<file path="src/rtl/axi_rd_arbiter_pkg.sv">
// Shared types and constants for the two-master AXI read arbiter.
package axi_rd_arbiter_pkg;

   typedef enum logic [1:0] {
      IDLE = 2'd0,
      ADDR = 2'd1,
      DATA = 2'd2
   } state_t;

   localparam logic [1:0] RESP_OKAY   = 2'b00;
   localparam logic [1:0] RESP_SLVERR = 2'b10;

   localparam int ADDR_W_DEF = 32;
   localparam int DATA_W_DEF = 64;

endpackage

</file>
<file path="src/rtl/axi_rd_arbiter_if.sv">
// AR/R signal bundle between two read masters, the arbiter and the memory port.
interface axi_rd_arbiter_if #(
   parameter int ADDR_W = axi_rd_arbiter_pkg::ADDR_W_DEF,
   parameter int DATA_W = axi_rd_arbiter_pkg::DATA_W_DEF
) ();

   logic [ADDR_W-1:0] m0_araddr;
   logic              m0_arvalid;
   logic              m0_arready;
   logic              m0_rvalid;
   logic              m0_rready;
   logic [DATA_W-1:0] m0_rdata;
   logic [1:0]        m0_rresp;

   logic [ADDR_W-1:0] m1_araddr;
   logic              m1_arvalid;
   logic              m1_arready;
   logic              m1_rvalid;
   logic              m1_rready;
   logic [DATA_W-1:0] m1_rdata;
   logic [1:0]        m1_rresp;

   logic [ADDR_W-1:0] s_araddr;
   logic              s_arvalid;
   logic              s_arready;
   logic              s_rvalid;
   logic              s_rready;
   logic [DATA_W-1:0] s_rdata;
   logic [1:0]        s_rresp;

   // Environment view: the two masters plus the memory port.
   modport master (
      output m0_araddr, m0_arvalid, m0_rready,
      input  m0_arready, m0_rvalid, m0_rdata, m0_rresp,
      output m1_araddr, m1_arvalid, m1_rready,
      input  m1_arready, m1_rvalid, m1_rdata, m1_rresp,
      input  s_araddr, s_arvalid, s_rready,
      output s_arready, s_rvalid, s_rdata, s_rresp
   );

   modport slave (
      input  m0_araddr, m0_arvalid, m0_rready,
      output m0_arready, m0_rvalid, m0_rdata, m0_rresp,
      input  m1_araddr, m1_arvalid, m1_rready,
      output m1_arready, m1_rvalid, m1_rdata, m1_rresp,
      output s_araddr, s_arvalid, s_rready,
      input  s_arready, s_rvalid, s_rdata, s_rresp
   );

endinterface

</file>
<file path="src/rtl/axi_rd_arbiter_rr_arb2.sv">
// Combinational two-way round-robin picker.
module axi_rd_arbiter_rr_arb2 (
   input  logic [1:0] i_req,
   input  logic       i_last,
   output logic [1:0] o_gnt,
   output logic       o_gnt_idx
);

   always_comb begin
      o_gnt_idx = 1'b0;
      o_gnt     = 2'b00;
      unique case (i_req)
         2'b11:   o_gnt_idx = ~i_last;
         2'b10:   o_gnt_idx = 1'b1;
         default: o_gnt_idx = 1'b0;
      endcase
      if (|i_req) begin
         o_gnt = o_gnt_idx ? 2'b10 : 2'b01;
      end
   end

endmodule

</file>
<file path="src/rtl/axi_rd_arbiter.sv">
// Two-master AXI read arbiter, one outstanding read, registered slave AR.
module axi_rd_arbiter
   import axi_rd_arbiter_pkg::*;
#(
   parameter int ADDR_W = ADDR_W_DEF,
   parameter int DATA_W = DATA_W_DEF
) (
   input  logic           clock,
   input  logic           reset,
   axi_rd_arbiter_if.slave bus
);

   state_t            r_state;
   state_t            w_state_nxt;
   logic              r_grant;
   logic              w_grant_nxt;
   logic              r_last;
   logic              w_last_nxt;
   logic [ADDR_W-1:0] r_addr;
   logic [ADDR_W-1:0] w_addr_nxt;

   logic [1:0]        w_req;
   logic [1:0]        w_gnt;
   logic              w_gnt_idx;
   logic              w_s_rready;

   assign w_req = {bus.m1_arvalid, bus.m0_arvalid};

   axi_rd_arbiter_rr_arb2 u_rr (
      .i_req     (w_req),
      .i_last    (r_last),
      .o_gnt     (w_gnt),
      .o_gnt_idx (w_gnt_idx)
   );

   always_ff @(posedge clock) begin
      if (!reset) begin
         r_state <= IDLE;
         r_grant <= 1'b0;
         r_last  <= 1'b1;
         r_addr  <= '0;
      end else begin
         r_state <= w_state_nxt;
         r_grant <= w_grant_nxt;
         r_last  <= w_last_nxt;
         r_addr  <= w_addr_nxt;
      end
   end

   always_comb begin
      w_state_nxt = r_state;
      w_grant_nxt = r_grant;
      w_last_nxt  = r_last;
      w_addr_nxt  = r_addr;
      unique case (r_state)
         IDLE: begin
            if (|w_req) begin
               w_state_nxt = ADDR;
               w_grant_nxt = w_gnt_idx;
               w_addr_nxt  = w_gnt_idx ? bus.m1_araddr : bus.m0_araddr;
            end
         end
         ADDR: begin
            if (bus.s_arready) begin
               w_state_nxt = DATA;
            end
         end
         DATA: begin
            if (bus.s_rvalid && w_s_rready) begin
               w_state_nxt = IDLE;
               w_last_nxt  = r_grant;
            end
         end
         default: w_state_nxt = IDLE;
      endcase
   end

   // Outputs are forced quiet while reset is held, even before the first edge.
   always_comb begin
      bus.m0_arready = 1'b0;
      bus.m1_arready = 1'b0;
      bus.m0_rvalid  = 1'b0;
      bus.m1_rvalid  = 1'b0;
      bus.m0_rdata   = {DATA_W{1'b0}};
      bus.m1_rdata   = {DATA_W{1'b0}};
      bus.m0_rresp   = 2'b00;
      bus.m1_rresp   = 2'b00;
      bus.s_araddr   = r_addr;
      bus.s_arvalid  = 1'b0;
      w_s_rready     = 1'b0;
      if (reset) begin
         unique case (r_state)
            IDLE: begin
               bus.m0_arready = w_gnt[0];
               bus.m1_arready = w_gnt[1];
            end
            ADDR: bus.s_arvalid = 1'b1;
            DATA: begin
               if (r_grant) begin
                  w_s_rready    = bus.m1_rready;
                  bus.m1_rvalid = bus.s_rvalid;
                  bus.m1_rdata  = bus.s_rdata;
                  bus.m1_rresp  = bus.s_rresp;
               end else begin
                  w_s_rready    = bus.m0_rready;
                  bus.m0_rvalid = bus.s_rvalid;
                  bus.m0_rdata  = bus.s_rdata;
                  bus.m0_rresp  = bus.s_rresp;
               end
            end
            default: w_s_rready = 1'b0;
         endcase
      end
      bus.s_rready = w_s_rready;
   end

endmodule
</file>
<file path="src/flat_wrapper.sv">
// flat-port wrapper written by rule: the top's interface ports become plain ports
module axi_rd_arbiter_flat import axi_rd_arbiter_pkg::*;
#(
   parameter int ADDR_W = ADDR_W_DEF,
   parameter int DATA_W = DATA_W_DEF
)
  (clock, reset, bus_m0_araddr, bus_m0_arvalid, bus_m0_rready, bus_m0_arready, bus_m0_rvalid, bus_m0_rdata, bus_m0_rresp, bus_m1_araddr, bus_m1_arvalid, bus_m1_rready, bus_m1_arready, bus_m1_rvalid, bus_m1_rdata, bus_m1_rresp, bus_s_araddr, bus_s_arvalid, bus_s_rready, bus_s_arready, bus_s_rvalid, bus_s_rdata, bus_s_rresp);
  axi_rd_arbiter_if #(.ADDR_W(ADDR_W), .DATA_W(DATA_W)) bus_i ();
  input  logic clock;
  input  logic reset;
  input wire logic [$bits(bus_i.m0_araddr)-1:0] bus_m0_araddr;
  input wire logic [$bits(bus_i.m0_arvalid)-1:0] bus_m0_arvalid;
  input wire logic [$bits(bus_i.m0_rready)-1:0] bus_m0_rready;
  output wire logic [$bits(bus_i.m0_arready)-1:0] bus_m0_arready;
  output wire logic [$bits(bus_i.m0_rvalid)-1:0] bus_m0_rvalid;
  output wire logic [$bits(bus_i.m0_rdata)-1:0] bus_m0_rdata;
  output wire logic [$bits(bus_i.m0_rresp)-1:0] bus_m0_rresp;
  input wire logic [$bits(bus_i.m1_araddr)-1:0] bus_m1_araddr;
  input wire logic [$bits(bus_i.m1_arvalid)-1:0] bus_m1_arvalid;
  input wire logic [$bits(bus_i.m1_rready)-1:0] bus_m1_rready;
  output wire logic [$bits(bus_i.m1_arready)-1:0] bus_m1_arready;
  output wire logic [$bits(bus_i.m1_rvalid)-1:0] bus_m1_rvalid;
  output wire logic [$bits(bus_i.m1_rdata)-1:0] bus_m1_rdata;
  output wire logic [$bits(bus_i.m1_rresp)-1:0] bus_m1_rresp;
  output wire logic [$bits(bus_i.s_araddr)-1:0] bus_s_araddr;
  output wire logic [$bits(bus_i.s_arvalid)-1:0] bus_s_arvalid;
  output wire logic [$bits(bus_i.s_rready)-1:0] bus_s_rready;
  input wire logic [$bits(bus_i.s_arready)-1:0] bus_s_arready;
  input wire logic [$bits(bus_i.s_rvalid)-1:0] bus_s_rvalid;
  input wire logic [$bits(bus_i.s_rdata)-1:0] bus_s_rdata;
  input wire logic [$bits(bus_i.s_rresp)-1:0] bus_s_rresp;
  assign bus_i.m0_araddr = bus_m0_araddr;
  assign bus_i.m0_arvalid = bus_m0_arvalid;
  assign bus_i.m0_rready = bus_m0_rready;
  assign bus_m0_arready = bus_i.m0_arready;
  assign bus_m0_rvalid = bus_i.m0_rvalid;
  assign bus_m0_rdata = bus_i.m0_rdata;
  assign bus_m0_rresp = bus_i.m0_rresp;
  assign bus_i.m1_araddr = bus_m1_araddr;
  assign bus_i.m1_arvalid = bus_m1_arvalid;
  assign bus_i.m1_rready = bus_m1_rready;
  assign bus_m1_arready = bus_i.m1_arready;
  assign bus_m1_rvalid = bus_i.m1_rvalid;
  assign bus_m1_rdata = bus_i.m1_rdata;
  assign bus_m1_rresp = bus_i.m1_rresp;
  assign bus_s_araddr = bus_i.s_araddr;
  assign bus_s_arvalid = bus_i.s_arvalid;
  assign bus_s_rready = bus_i.s_rready;
  assign bus_i.s_arready = bus_s_arready;
  assign bus_i.s_rvalid = bus_s_rvalid;
  assign bus_i.s_rdata = bus_s_rdata;
  assign bus_i.s_rresp = bus_s_rresp;
  axi_rd_arbiter #(.ADDR_W(ADDR_W), .DATA_W(DATA_W)) u_core (.clock(clock), .reset(reset), .bus(bus_i));
endmodule
</file>
<file path="config.mk">
export PLATFORM = sky130hd
export DESIGN_NAME = axi_rd_arbiter_flat
export DESIGN_NICKNAME = d
export VERILOG_FILES = /design/src/rtl/axi_rd_arbiter_pkg.sv /design/src/rtl/axi_rd_arbiter_if.sv /design/src/rtl/axi_rd_arbiter_rr_arb2.sv /design/src/rtl/axi_rd_arbiter.sv /design/src/flat_wrapper.sv
export SDC_FILE = /design/constraint.sdc
export NUM_CORES = 1
export LEC_CHECK = 0
export ABC_AREA = 1
export CAP_MARGIN = 20
export CORE_AREA = 2 2 120 122
export CTS_CLUSTER_SIZE = 10
export DETAILED_ROUTE_END_ITERATION = 7
export DIE_AREA = 0 0 122 124
export GPL_TIMING_DRIVEN = 0
export SKIP_LAST_GASP = 1
export SLEW_MARGIN = 20
export SYNTH_ARGS = -nofsm -noshare
export SYNTH_HDL_FRONTEND = slang
export SYNTH_SLANG_ARGS = --single-unit
export TNS_END_PERCENT = 30
</file>
<file path="constraint.sdc">
create_clock -name clock -period 5.15 [get_ports clock]
set_input_delay 1.545 -clock clock [delete_from_list [all_inputs] [get_ports clock]]
set_output_delay 1.545 -clock clock [all_outputs]
set_load 0.01 [all_outputs]
</file>
==> out/metrics.yaml, run 1 <==
outcome: "finished clean"
vias_per_cell: 4.246
post-route-period-util_pct: 98.74
r2r_cells: 8
place_hpwl_um: 12510
io_pins: 308
rsz0062_at_grt: "yes"
slew_violations: 0
critPathTopFamily: "buffers and inverters"
gr-total-overflow: 0
yosysUniqueCellTypes: 23
path_buf_inv: 4
antenna_found_initial: 0
grt_pass1_wl_um: 22340
ys_seq_area_share_pct: 25.92
power.density_nw_per_um2: 172.0
drcViolationCount: 0
worstHoldStart: "u_core.r_last$_SDFFE_PN1P_"
syn-cell-area_um2: 2780
fin_util_pct: 45.50
slew_headroom_pct: 54.77
yosysWarnings: 0
clockBufferDepth: 2
r2r_end: "u_core.bus.s_araddr[29]$_SDFFE_PN0P_"
layout_min_cycle_time_ns: 5.085
grt_usage_pct: 19.04
cts_htree_levels: 2
avgRoutedWirePerCell_um: 15.37
grt_max_degree: 12
syn_area_per_cell_um2: 5.527
clk-insertion-delay-late_ns: 0.28
cp.arrival_ns: 3.54
syn2layout_area_growth_pct: 124.5
finalHoldViolCount: 0
start_util_pct: 20.26
rrSetupSlack_ns: 3.82
clock-sinks: 36
synth_nets: 641
detail-route-antenna-nets: 0
coreArea_um2: 13720
drive_gt1_share_pct: 4.884
ctsHoldBuffers: 0
r2r-start: "u_core.r_last$_SDFFE_PN1P_"
dieWidth_um: 122
drtIter0Drc: 184
pre_cts_ws_ns: -0.04859
core.rowCount: 43
power.leakage_nw: 2.619
cts_tree: "done"
totalWireLength_um: 15350
portBuffers: 307
max_freq_ghz: 0.1966
fin_cells: 999
tns_ns: 0
die_h_um: 124
path_class: "input port to primary output"
setup_viol_count_final: 0
clkTransAtPathRegs_ns: 0.06
via_count: 4242
whs_path_depth: 2
grt_pass1_vias: 4049
cpPeakStageDelay_ns: 0.61
slowest_stage: "clkdlybuf4s50_1"
antenna_cells: 0
synthCells: 503
place.gp.congestion: 0.8441
ir_worst_vdd_uv: 165.6
nets: 956
cp.required_ns: 3.61
dp.cells: 990
setup_ws_ns: 0.06475
critPathCaptureType: "primary output"
cp-start-kind: "input port"
ys_ff_latch: 36
holdPathEnd: "u_core.r_last$_SDFFE_PN1P_"
cts_root_buf: "clkbuf_16"
total_power_mw: 1.074
drv_cap: 0
crit_chain: "clkdlybuf4s50_1 > nand2_1 > buf_2 > buf_2 > nor3_1 > clkdlybuf4s50_1"
dieArea_um2: 15130
cp_max_fo: 10
tightest_slew_ns: 0.6784
dr.pass1.iters: 7
cts_buffers: 5
nFillCells: 1445
skew_ns: 0.007377
min_path_type: "register to register"
## logic make-up (layout without fill, tap and decap cells)
family          Yosys count  count (layout)  share of synthesized area (%)
simple gates            334             334                          54.01
buf+inv                 121             437                          17.87
flops                    36              36                          25.92
compound gates           12              12                          2.205
## state kept, by name, summed over array words and instances, names as in the netlist
| signal | cells |
|---|---|
| u_core.r_grant | 1 |
| u_core.r_state | 2 |
| u_core.bus.s_araddr | 32 |
| u_core.r_last | 1 |
## where the power goes
part	total (mW)	internal (mW)	leakage, nW	switching (mW)
sequential	0.329	0.312	0.297	0.0172
clock	0.310	0.191	0.0766	0.119
combinational	0.434	0.222	2.25	0.212
## worst reg2reg max path, cell delays in order (launching register included)
cell and delay (ns):
dfxtp_1 0.31, nand2_1 0.17, nand2_2 0.17, inv_2 0.16, buf_4 0.19, nand2_1 0.06
nand2_1 0.07, nand3_1 0.07, nand2_1 0.07
## layout by cell type, fill, tap and decap left out, drive strengths merged
cell,n
a21oi,4
and2,1
buf,22
clkbuf,24
clkdlybuf4s50,306
clkinv,2
dfxtp,36
dlymetal6s2s,1
inv,82
nand2,164
nand3,17
nand4,4
nor2,14
nor3,134
o21ai,7
o22ai,1
## cells in the mapped netlist, drive strengths merged
library cell / instances / area [µm²]
nor3: 134 / 670.6
inv: 82 / 307.8
and2: 1 / 6.260
dfxtp: 36 / 720.7
nand2: 164 / 625.6
nand3: 17 / 85.08
nor2: 14 / 88.83
a21oi: 4 / 20.02
o22ai: 1 / 6.260
buf: 21 / 121.4
o21ai: 7 / 35.03
nand4: 4 / 25.02
clkbuf: 18 / 67.56
## stage by stage
stage,instance area (µm²),hold slack [ns]
after floorplan,2780,0.4287
after global placement,6078,0.4368
after CTS,6236,0.4538
after detailed placement,6078,0.4397
after global routing,6242,0.4702
final,6242,0.4555
## layout make-up
class                      count  area, µm²  share of cell area (%)
multi-input combinational    346       1563                   25.04
tap                          180      225.2                   3.608
sequential                    36      720.7                   11.55
inverter                      82      307.8                   4.931
clock inverter                 2      10.01                  0.1604
buffer                        39      193.9                   3.107
clock buffer                   6      138.9                   2.225
timing repair buffer         308       3083                   49.39
## layer usage
| metal | vias to the layer above | part of all wire, % | global-route usage, % |
|---|---|---|---|
| li1 | 2206 | - | - |
| met4 | 0 | 1.8 | 3.305 |
| met2 | 164 | 47 | 32.47 |
| met3 | 24 | 8.8 | 6.364 |
| met5 | - | 0 | 0 |
| met1 | 1848 | 43 | 23.63 |
## timing repair
action,4_1_cts,5_1_grt
setup buffers,1,0
pin swaps,1,0
gates resized for setup,1,5
setup endpoints to repair,15,20
## worst max path at each step
| stage | to | start | slack, ns | cells after the start |
|---|---|---|---|---|
| after floorplan | bus_m1_rdata[44] | reset | 1.30 | 4 |
| after global placement | bus_m1_arready | bus_m1_arvalid | -0.07 | 7 |
| after detailed placement | bus_m1_rdata[61] | reset | -0.05 | 6 |
| after CTS | bus_m1_rdata[52] | reset | -0.02 | 6 |
| after global routing | bus_m1_arready | bus_m0_arvalid | -0.03 | 8 |
| final | bus_m0_rresp[0] | reset | 0.06 | 6 |
Power figures use the tool's default switching activity.
==> inputs of run 2 (changes only) <==
- ABC_CLOCK_PERIOD_IN_PS: not set -> 5150
==> results of run 2 <==
No change in the layout: final DEF, timing and power equal those of run 1.
